<file path="config.mk">
export PLATFORM = sky130hd
export DESIGN_NAME = stage_if_id_skid
export DESIGN_NICKNAME = d
export VERILOG_FILES = /design/src/rtl/pipe_pkg.sv /design/src/rtl/pipe_entry.sv /design/src/rtl/stage_if_id_skid.sv
export SDC_FILE = /design/constraint.sdc
export NUM_CORES = 1
export LEC_CHECK = 0
export CORE_MARGIN = 2
export CORE_UTILIZATION = 37
export CTS_BUF_LIST = sky130_fd_sc_hd__clkbuf_4
export CTS_CLUSTER_DIAMETER = 30
export DETAILED_ROUTE_END_ITERATION = 8
export GPL_ROUTABILITY_DRIVEN = 0
export PLACE_DENSITY_LB_ADDON = 0.08
export SYNTH_ARGS = -nofsm -noshare
export SYNTH_HDL_FRONTEND = slang
export SYNTH_HIERARCHICAL = 1
export SYNTH_SLANG_ARGS = --single-unit
</file>
<file path="constraint.sdc">
create_clock -name clk -period 2.7 [get_ports clk]
set_clock_uncertainty 0.1 [all_clocks]
set_input_delay 0.54 -clock clk [delete_from_list [all_inputs] [get_ports clk]]
set_output_delay 0.54 -clock clk [all_outputs]
set_load 0.01 [all_outputs]
</file>
<file path="src/rtl/pipe_pkg.sv">
// pipe_pkg: shared state encoding, NOP default and handshake helper for the IF/ID skid stage.
package pipe_pkg;
    typedef enum logic [1:0] {EMPTY = 2'd0, ONE = 2'd1, FULL = 2'd2} state_t;
    localparam logic [31:0] NOP_DEFAULT = 32'h0000_0000;
    function automatic logic fire(input logic valid, input logic ready);
        return valid & ready;
    endfunction
endpackage

</file>
<file path="src/rtl/pipe_entry.sv">
// pipe_entry: one instruction+pc+valid holding register with load and clear.
module pipe_entry #(
    parameter int IW = 32,
    parameter int PW = 9,
    parameter logic [IW-1:0] NOP = '0
) (
    input  logic          clk,
    input  logic          reset,
    input  logic          i_load,
    input  logic          i_clear,
    input  logic [IW-1:0] i_inst,
    input  logic [PW-1:0] i_pc,
    output logic          o_valid,
    output logic [IW-1:0] o_inst,
    output logic [PW-1:0] o_pc
);
    logic          r_valid;
    logic [IW-1:0] r_inst;
    logic [PW-1:0] r_pc;
    // clear keeps the pc so pc_out holds its last value while invalid
    always_ff @(posedge clk or posedge reset) begin
        if (reset) begin
            r_valid <= 1'b0;
            r_inst  <= NOP;
            r_pc    <= '0;
        end else if (i_clear) begin
            r_valid <= 1'b0;
            r_inst  <= NOP;
        end else if (i_load) begin
            r_valid <= 1'b1;
            r_inst  <= i_inst;
            r_pc    <= i_pc;
        end
    end
    assign o_valid = r_valid;
    assign o_inst  = r_inst;
    assign o_pc    = r_pc;
endmodule

</file>
<file path="src/rtl/stage_if_id_skid.sv">
// stage_if_id_skid: IF/ID register with a 2-entry skid buffer, valid/ready handshake and flush.
// Optional stall/flush counters enabled by defining IF_ID_STATS_EN.
module stage_if_id_skid
    import pipe_pkg::*;
#(
    parameter int INST_WIDTH = 32,
    parameter int IMEM_ADDR_WIDTH = 9,
    parameter logic [INST_WIDTH-1:0] NOP_INST = INST_WIDTH'(NOP_DEFAULT)
`ifdef IF_ID_STATS_EN
    , parameter int CNT_WIDTH = 16
`endif
) (
    input  logic                       clk,
    input  logic                       reset,
    input  logic                       flush,
    input  logic                       in_valid,
    output logic                       in_ready,
    input  logic [INST_WIDTH-1:0]      inst_in,
    input  logic [IMEM_ADDR_WIDTH-1:0] pc_in,
    output logic                       out_valid,
    input  logic                       out_ready,
    output logic [INST_WIDTH-1:0]      inst_out,
    output logic [IMEM_ADDR_WIDTH-1:0] pc_out
`ifdef IF_ID_STATS_EN
    , output logic [CNT_WIDTH-1:0]     stall_cnt
    , output logic [CNT_WIDTH-1:0]     flush_cnt
`endif
);
    state_t                     r_state, w_next;
    logic                       r_in_ready;
    logic                       w_in_fire, w_out_fire, w_bad;
    logic                       w_main_load, w_main_clr, w_skid_load, w_skid_clr;
    logic                       w_main_valid, w_skid_valid;
    logic [INST_WIDTH-1:0]      w_main_inst, w_skid_inst, w_main_d_inst;
    logic [IMEM_ADDR_WIDTH-1:0] w_main_pc, w_skid_pc, w_main_d_pc;

    always_comb begin
        w_in_fire     = fire(in_valid, r_in_ready);
        w_out_fire    = fire(w_main_valid, out_ready);
        w_bad         = !(r_state inside {EMPTY, ONE, FULL});
        w_main_load   = !flush & (r_state == EMPTY ? w_in_fire :
                                  r_state == ONE   ? w_in_fire & w_out_fire :
                                  r_state == FULL  & w_out_fire);
        w_skid_load   = !flush & (r_state == ONE) & w_in_fire & !w_out_fire;
        w_main_clr    = flush | w_bad | ((r_state == ONE) & !w_in_fire & w_out_fire);
        w_skid_clr    = flush | w_bad | ((r_state == FULL) & w_out_fire);
        w_main_d_inst = r_state == FULL ? w_skid_inst : inst_in;
        w_main_d_pc   = r_state == FULL ? w_skid_pc : pc_in;
        w_next        = (flush | w_bad)  ? EMPTY :
                        r_state == EMPTY ? (w_in_fire ? ONE : EMPTY) :
                        r_state == ONE   ? (w_skid_load ? FULL : (w_out_fire & !w_in_fire) ? EMPTY : ONE) :
                        (w_out_fire ? ONE : FULL);
    end

    // in_ready tracks the next skid valid so it never depends on out_ready combinationally
    always_ff @(posedge clk or posedge reset) begin
        if (reset) begin
            r_state    <= EMPTY;
            r_in_ready <= 1'b0;
        end else begin
            r_state    <= w_next;
            r_in_ready <= !(w_skid_load | (w_skid_valid & !w_skid_clr));
        end
    end

    pipe_entry #(.IW(INST_WIDTH), .PW(IMEM_ADDR_WIDTH), .NOP(NOP_INST)) u_main (
        .clk(clk), .reset(reset), .i_load(w_main_load), .i_clear(w_main_clr),
        .i_inst(w_main_d_inst), .i_pc(w_main_d_pc),
        .o_valid(w_main_valid), .o_inst(w_main_inst), .o_pc(w_main_pc)
    );

    pipe_entry #(.IW(INST_WIDTH), .PW(IMEM_ADDR_WIDTH), .NOP(NOP_INST)) u_skid (
        .clk(clk), .reset(reset), .i_load(w_skid_load), .i_clear(w_skid_clr),
        .i_inst(inst_in), .i_pc(pc_in),
        .o_valid(w_skid_valid), .o_inst(w_skid_inst), .o_pc(w_skid_pc)
    );

    assign in_ready  = r_in_ready;
    assign out_valid = w_main_valid;
    assign inst_out  = w_main_valid ? w_main_inst : NOP_INST;
    assign pc_out    = w_main_pc;

`ifdef IF_ID_STATS_EN
    logic [CNT_WIDTH-1:0] r_stall_cnt, r_flush_cnt;
    always_ff @(posedge clk or posedge reset) begin
        if (reset) begin
            r_stall_cnt <= '0;
            r_flush_cnt <= '0;
        end else begin
            if (w_main_valid & !out_ready & ~&r_stall_cnt) r_stall_cnt <= r_stall_cnt + 1'b1;
            if (flush & w_main_valid & ~&r_flush_cnt) r_flush_cnt <= r_flush_cnt + 1'b1;
        end
    end
    assign stall_cnt = r_stall_cnt;
    assign flush_cnt = r_flush_cnt;
`endif
endmodule

</file>
==> results of run 1 <==
## power groups by stage
stage               registers [mW]  clock network [mW]  logic, mW
floorplan                     1.59                   0      0.506
global placement              1.59                   0      0.828
detailed placement            1.59                   0      0.842
CTS                           1.57               0.740      0.844
global route                  1.59               0.801      0.896
finish                        1.57               0.704      0.830
## per-layer routing
layer,track usage [%],vias to the layer above
met5,0,-
met4,5.366,0
met3,3.229,8
met2,25.09,54
met1,22.65,1471
li1,-,1402
## sequential cells by signal, summed over array words and instances (netlist names)
signal / count
u_main/o_inst: 32
u_skid/o_inst: 32
u_main/o_pc: 9
u_skid/o_pc: 9
r_state: 2
in_ready: 1
u_main/o_valid: 1
u_skid/o_valid: 1
## through the flow
stage,hold slack (ns),utilization [%],cell area [um^2]
finish,0.2957,47.81,5719
global route,0.2791,47.81,5719
CTS,0.2453,47.81,5719
detailed placement,0.3951,46.80,5598
global placement,0.3791,46.80,5598
floorplan,0.1936,-,4513
## worst register-to-register path, cell delays in order (launching register included)
cell     delay (ns)
dfrtp_2        0.54
buf_12         0.20
and2_1         0.23
nand2_1        0.12
a21oi_4        0.19
nor2b_4        0.19
buf_12         0.14
mux2_4         0.30
## how the worst max path moves through the flow
stage | endpoint | depth (start not counted)
2_1_floorplan | u_main/o_pc[0] | 7
3_3_place_gp | u_main/o_pc[1] | 7
3_5_place_dp | u_skid/o_inst[15] | 7
4_1_cts | inst_out[15] | 3
5_1_grt | inst_out[15] | 3
6_report | inst_out[5] | 3
## cell families after synthesis
logic type / share of synthesized area, %
multiplexers: 33.66
AND/OR/NAND/NOR: 12.20
flip-flops: 48.24
buffers and inverters: 4.380
AO/OA/AOI/OAI: 1.525
## synth_stat cells
| library cell | count | area, um^2 |
|---|---|---|
| o21ai_0 | 2 | 10.01 |
| mux2_4 | 57 | 855.8 |
| nand3_1 | 1 | 5.000 |
| o21bai_1 | 2 | 15.01 |
| a221oi_1 | 1 | 8.760 |
| a211oi_1 | 1 | 7.510 |
| inv_2 | 1 | 3.750 |
| mux2_2 | 2 | 22.52 |
| nor2_1 | 69 | 259.0 |
| nand2_1 | 4 | 15.01 |
| nor4_1 | 1 | 6.260 |
| and3b_1 | 1 | 8.760 |
| and2_1 | 33 | 206.5 |
| a21o_1 | 1 | 7.510 |
| clkbuf_1 | 9 | 33.78 |
| buf_6 | 8 | 90.09 |
| mux2i_1 | 64 | 640.6 |
| nor2b_4 | 2 | 27.53 |
| nor3_1 | 1 | 5.000 |
| buf_2 | 2 | 10.01 |
| inv_1 | 4 | 15.01 |
| a21oi_1 | 4 | 20.02 |
| and3_1 | 1 | 6.260 |
| buf_4 | 6 | 45.04 |
| dfrtp_1 | 87 | 2177 |
| nand2_4 | 1 | 11.26 |
## layout make-up
class	count	area [um^2]
Clock buffer	9	67.56
Clock inverter	6	52.55
Fill cell	1121	6242
Inverter	5	18.77
Multi-Input combinational cell	248	2180
Sequential cell	87	2178
Tap cell	147	183.9
Timing Repair Buffer	99	1039
==> reports/metrics.cfg, run 1 <==
[critical_path]
worstPathBufferInverterCount=2
path_cells=buf_12 -> and2_1 -> clkdlybuf4s50_1
worst-r2r-cell-count=7
cp-startpoint=u_main/o_valid
crit_family=buffers and inverters
arrival_ns=1.86
crit-reg2reg-launch=u_main/o_valid
rr_endpoint=u_main/o_pc[8]
critPathMaxStageDelay_ns=0.54
cpMaxStageDelayCell=dfrtp_2
crit_fanout=24
cp-end-kind=primary output
cp-start-kind=flop
rrSetupSlack_ns=0.59
required_ns=2.06
critPathKind=reg2out

[sta]
worstMarginPinSlew_ns=0.5797
finalWorstPathRequiredPeriod_ns=2.499
grt_setup_unrepaired=false
fin_ws_ns=0.2005
fin_crit_sh_pct=92.57
slew_viol_final=0
relSlewSlack_pct=61.35
hold_viol_final=0
fmax_mhz=400.1
tns_ns=0
setup_viol=0

[cells_and_area]
antenna_cells=0
layout-area-overhead-vs-synth_pct=26.73
final_cell_mix=88 x clkdlybuf4s50_1, 86 x dfrtp_1, 68 x nor2_1
drive_above_1_share_pct=20.70
layout_commonest_cell=clkdlybuf4s50_1
finalNetCount=496
fin_cells=601

[floorplan]
core-area_um2=11960
die_h_um=114.4
die_w_um=114.4
rows=40
io_pins=89
die_area_um2=13100
initial_core_util_pct=37.73

[clock_tree]
cts_setup_buffers=0
htree_levels=3
clkTransAtPathRegs_ns=0.13
cts_tree=built
cts_hold_buf=0
cts-resized-gates=1
clk_path_buf_depth=2
cts_root_buf=clkbuf_4
clock_latency_ns=0.43
cts_buffers=9
clock_sinks=87

[grt]
grt_max_degree=43
grtUsageTotal_pct=16.16
antenna_found_initial=0
gr-total-overflow=0
first_global_vias=3032
grt_pass1_wl_um=16130

[placement]
place_ws_ns=0.2090
port_buffers=88
dp_hpwl_um=6245
dp_cells=586

[synth]
ys_seq_area_share_pct=48.24
synth_cell_types=26
avgSynthCellArea_um2=12.36
synth_area_um2=4513
synthCells=365
yosysWarningCount=6
yosys_register_bits=87
syn_nets=411

[worst_hold_path]
holdCritPathClass=in2async

[route]
drc=0
drt-pass1-iter-count=6
drtIter0Drc=122
vias_per_cell=4.884
route.met3.wl_um=351
ant_nets=0
met2_length_um=4679
vias=2935
wl_met1_um=4668
routed_wl_um=9807
wl_per_cell_um=16.32
top_layer=met4

[pwr]
p_sw_share_pct=27.66
seqPwrFrac_pct=50.5
internal_power_mw=2.243
p_switching_uw=857.5
total_power_mw=3.101
p_leak_nw=2.580
combPwrFrac_pct=26.8
clkPwrFrac_pct=22.7
p_per_area_nw_per_um2=542.1
ir_drop_uv=276.7

[flow_run]
drv_cap=0

[outcome]
status=completed

Power figures use the tool's default switching activity.
==> inputs of run 2 (changes only) <==
- CELL_PAD_IN_SITES_DETAIL_PLACEMENT: not set -> 1
- CELL_PAD_IN_SITES_GLOBAL_PLACEMENT: not set -> 1
- DONT_BUFFER_PORTS: not set -> 1
- TNS_END_PERCENT: not set -> 1
==> reports/metrics.cfg, run 2 (synthesized netlist as in run 1, its figures left out) <==
[outcome]
status=completed

[sta]
fmax_mhz=449.5
fin_crit_sh_pct=82.40
worstMarginPinSlew_ns=0.9820
grt_setup_unrepaired=false
hold_viol_final=0
slew_viol_final=0
finalWorstPathRequiredPeriod_ns=2.225
tns_ns=0
relSlewSlack_pct=34.44
setup_viol=0
whs_ns=0.05122

[critical_path]
cpMaxStageDelayCell=dfrtp_1
cp-end-kind=primary output
worstSetupPathDepth=2
required_ns=2.06
rr_endpoint=u_skid/o_inst[8]
worst-r2r-cell-count=6
critPathMaxStageDelay_ns=0.51
worstPathBufferInverterCount=1
critPathKind=reg2out
crit_fanout=33
cp-start-kind=flop
rrSetupSlack_ns=0.66
path_cells=buf_4 -> and2_1
arrival_ns=1.58
crit_family=flip-flops
crit-reg2reg-launch=r_state[1]

[grt]
first_global_vias=2882
grtUsageTotal_pct=16.27
grt_max_degree=43
gr-total-overflow=0
antenna_found_initial=0
grt_pass1_wl_um=15990

[clock_tree]
htree_levels=3
clock_sinks=87
clkTransAtPathRegs_ns=0.13
clock_latency_ns=0.44
cts-resized-gates=0
clk_path_buf_depth=2
cts_tree=built
cts_setup_buffers=0
cts_hold_buf=1
cts_buffers=9
cts_root_buf=clkbuf_4

[floorplan]
rows=40
initial_core_util_pct=37.73
core-area_um2=11960
die_area_um2=13100
die_h_um=114.4
io_pins=89
die_w_um=114.4

[worst_hold_path]
holdCritPathClass=in2reg
min_to=r_state[1]
min_from=flush
hold_depth=1

[cells_and_area]
nFillCells=1294
finalNetCount=407
finalInstanceArea_um2=4745
layout-area-overhead-vs-synth_pct=5.129
final_cell_mix=87 x dfrtp_1, 68 x nor2_1, 64 x mux2i_1
layout_commonest_cell=dfrtp_1
drive_above_1_share_pct=25.14
antenna_cells=0

[route]
vias_per_cell=5.080
wl_per_cell_um=19.26
drtIter0Drc=56
vias=2606
drc=0
ant_nets=0
routed_wl_um=9880
drt-pass1-iter-count=4

[pwr]
ir_drop_uv=351.6
p_per_area_nw_per_um2=595.2
p_leak_nw=2.216

[placement]
port_buffers=0
placed_area_um2=4627
dp_hpwl_um=6314

[flow_run]
drv_cap=0

[run 2: cell types whose count changed in the layout (fill, tap and decap cells not counted)]
cell,previous run,this run
buf_12,6,0
buf_4,5,9
bufinv_16,1,0
clkbuf_4,9,11
clkdlybuf4s50_1,88,0
clkinv_2,3,2
clkinvlp_4,0,1
dfrtp_1,86,87
dfrtp_2,1,0
dlygate4sd3_1,0,1
[run 2: final cells by class]
class,instances,area (um^2),share of cell area (%)
Clock inverter,5,25.02,0.5274
Clock buffer,11,82.58,1.741
Tap cell,147,183.9,3.877
Multi-Input combinational cell,248,2180,45.94
Timing Repair Buffer,10,77.57,1.635
Sequential cell,87,2177,45.89
Inverter,5,18.77,0.3956
[run 2: how the worst max path moves through the flow]
stage	startpoint	to	slack [ns]
global route	u_main/o_valid	inst_out[2]	0.36
detailed placement	in_valid	u_main/o_pc[2]	0.66
floorplan	in_valid	u_main/o_pc[0]	0.79
finish	u_main/o_valid	inst_out[2]	0.48
CTS	u_main/o_valid	inst_out[2]	0.40
global placement	in_valid	u_main/o_pc[2]	0.68
[run 2: where the power goes]
group | total [mW] | switching (mW) | internal (mW)
Combinational | 0.573 | 0.242 | 0.331
Sequential | 1.60 | 0.140 | 1.46
Clock | 0.646 | 0.444 | 0.202
[run 2: worst reg2reg max path, cell delays in order, from the launching register on]
cell,delay [ns]
dfrtp_1,0.48
and3b_1,0.30
nand3_1,0.16
nor2_4,0.14
buf_4,0.41
mux2i_1,0.27
nor2_1,0.06
[run 2: stage by stage]
stage          power [mW]  instances  utilization [%]  setup slack (ns)
2_1_floorplan       2.097        365                -            0.7889
3_3_place_gp        2.202        496            38.68            0.6767
3_5_place_dp        2.215        496            38.68            0.6649
4_1_cts             2.886        513            39.67            0.4007
5_1_grt             3.006        513            39.67            0.3578
6_report            2.824        513            39.67            0.4753
[run 2: per-layer routing]
layer / vias up / share of wire [%] / global-route usage [%]
li1: 1216 / - / -
met1: 1316 / 43 / 19.59
met2: 63 / 49 / 27.18
met3: 11 / 6.3 / 4.923
met4: 0 / 1.6 / 6.585
met5: - / 0 / 0
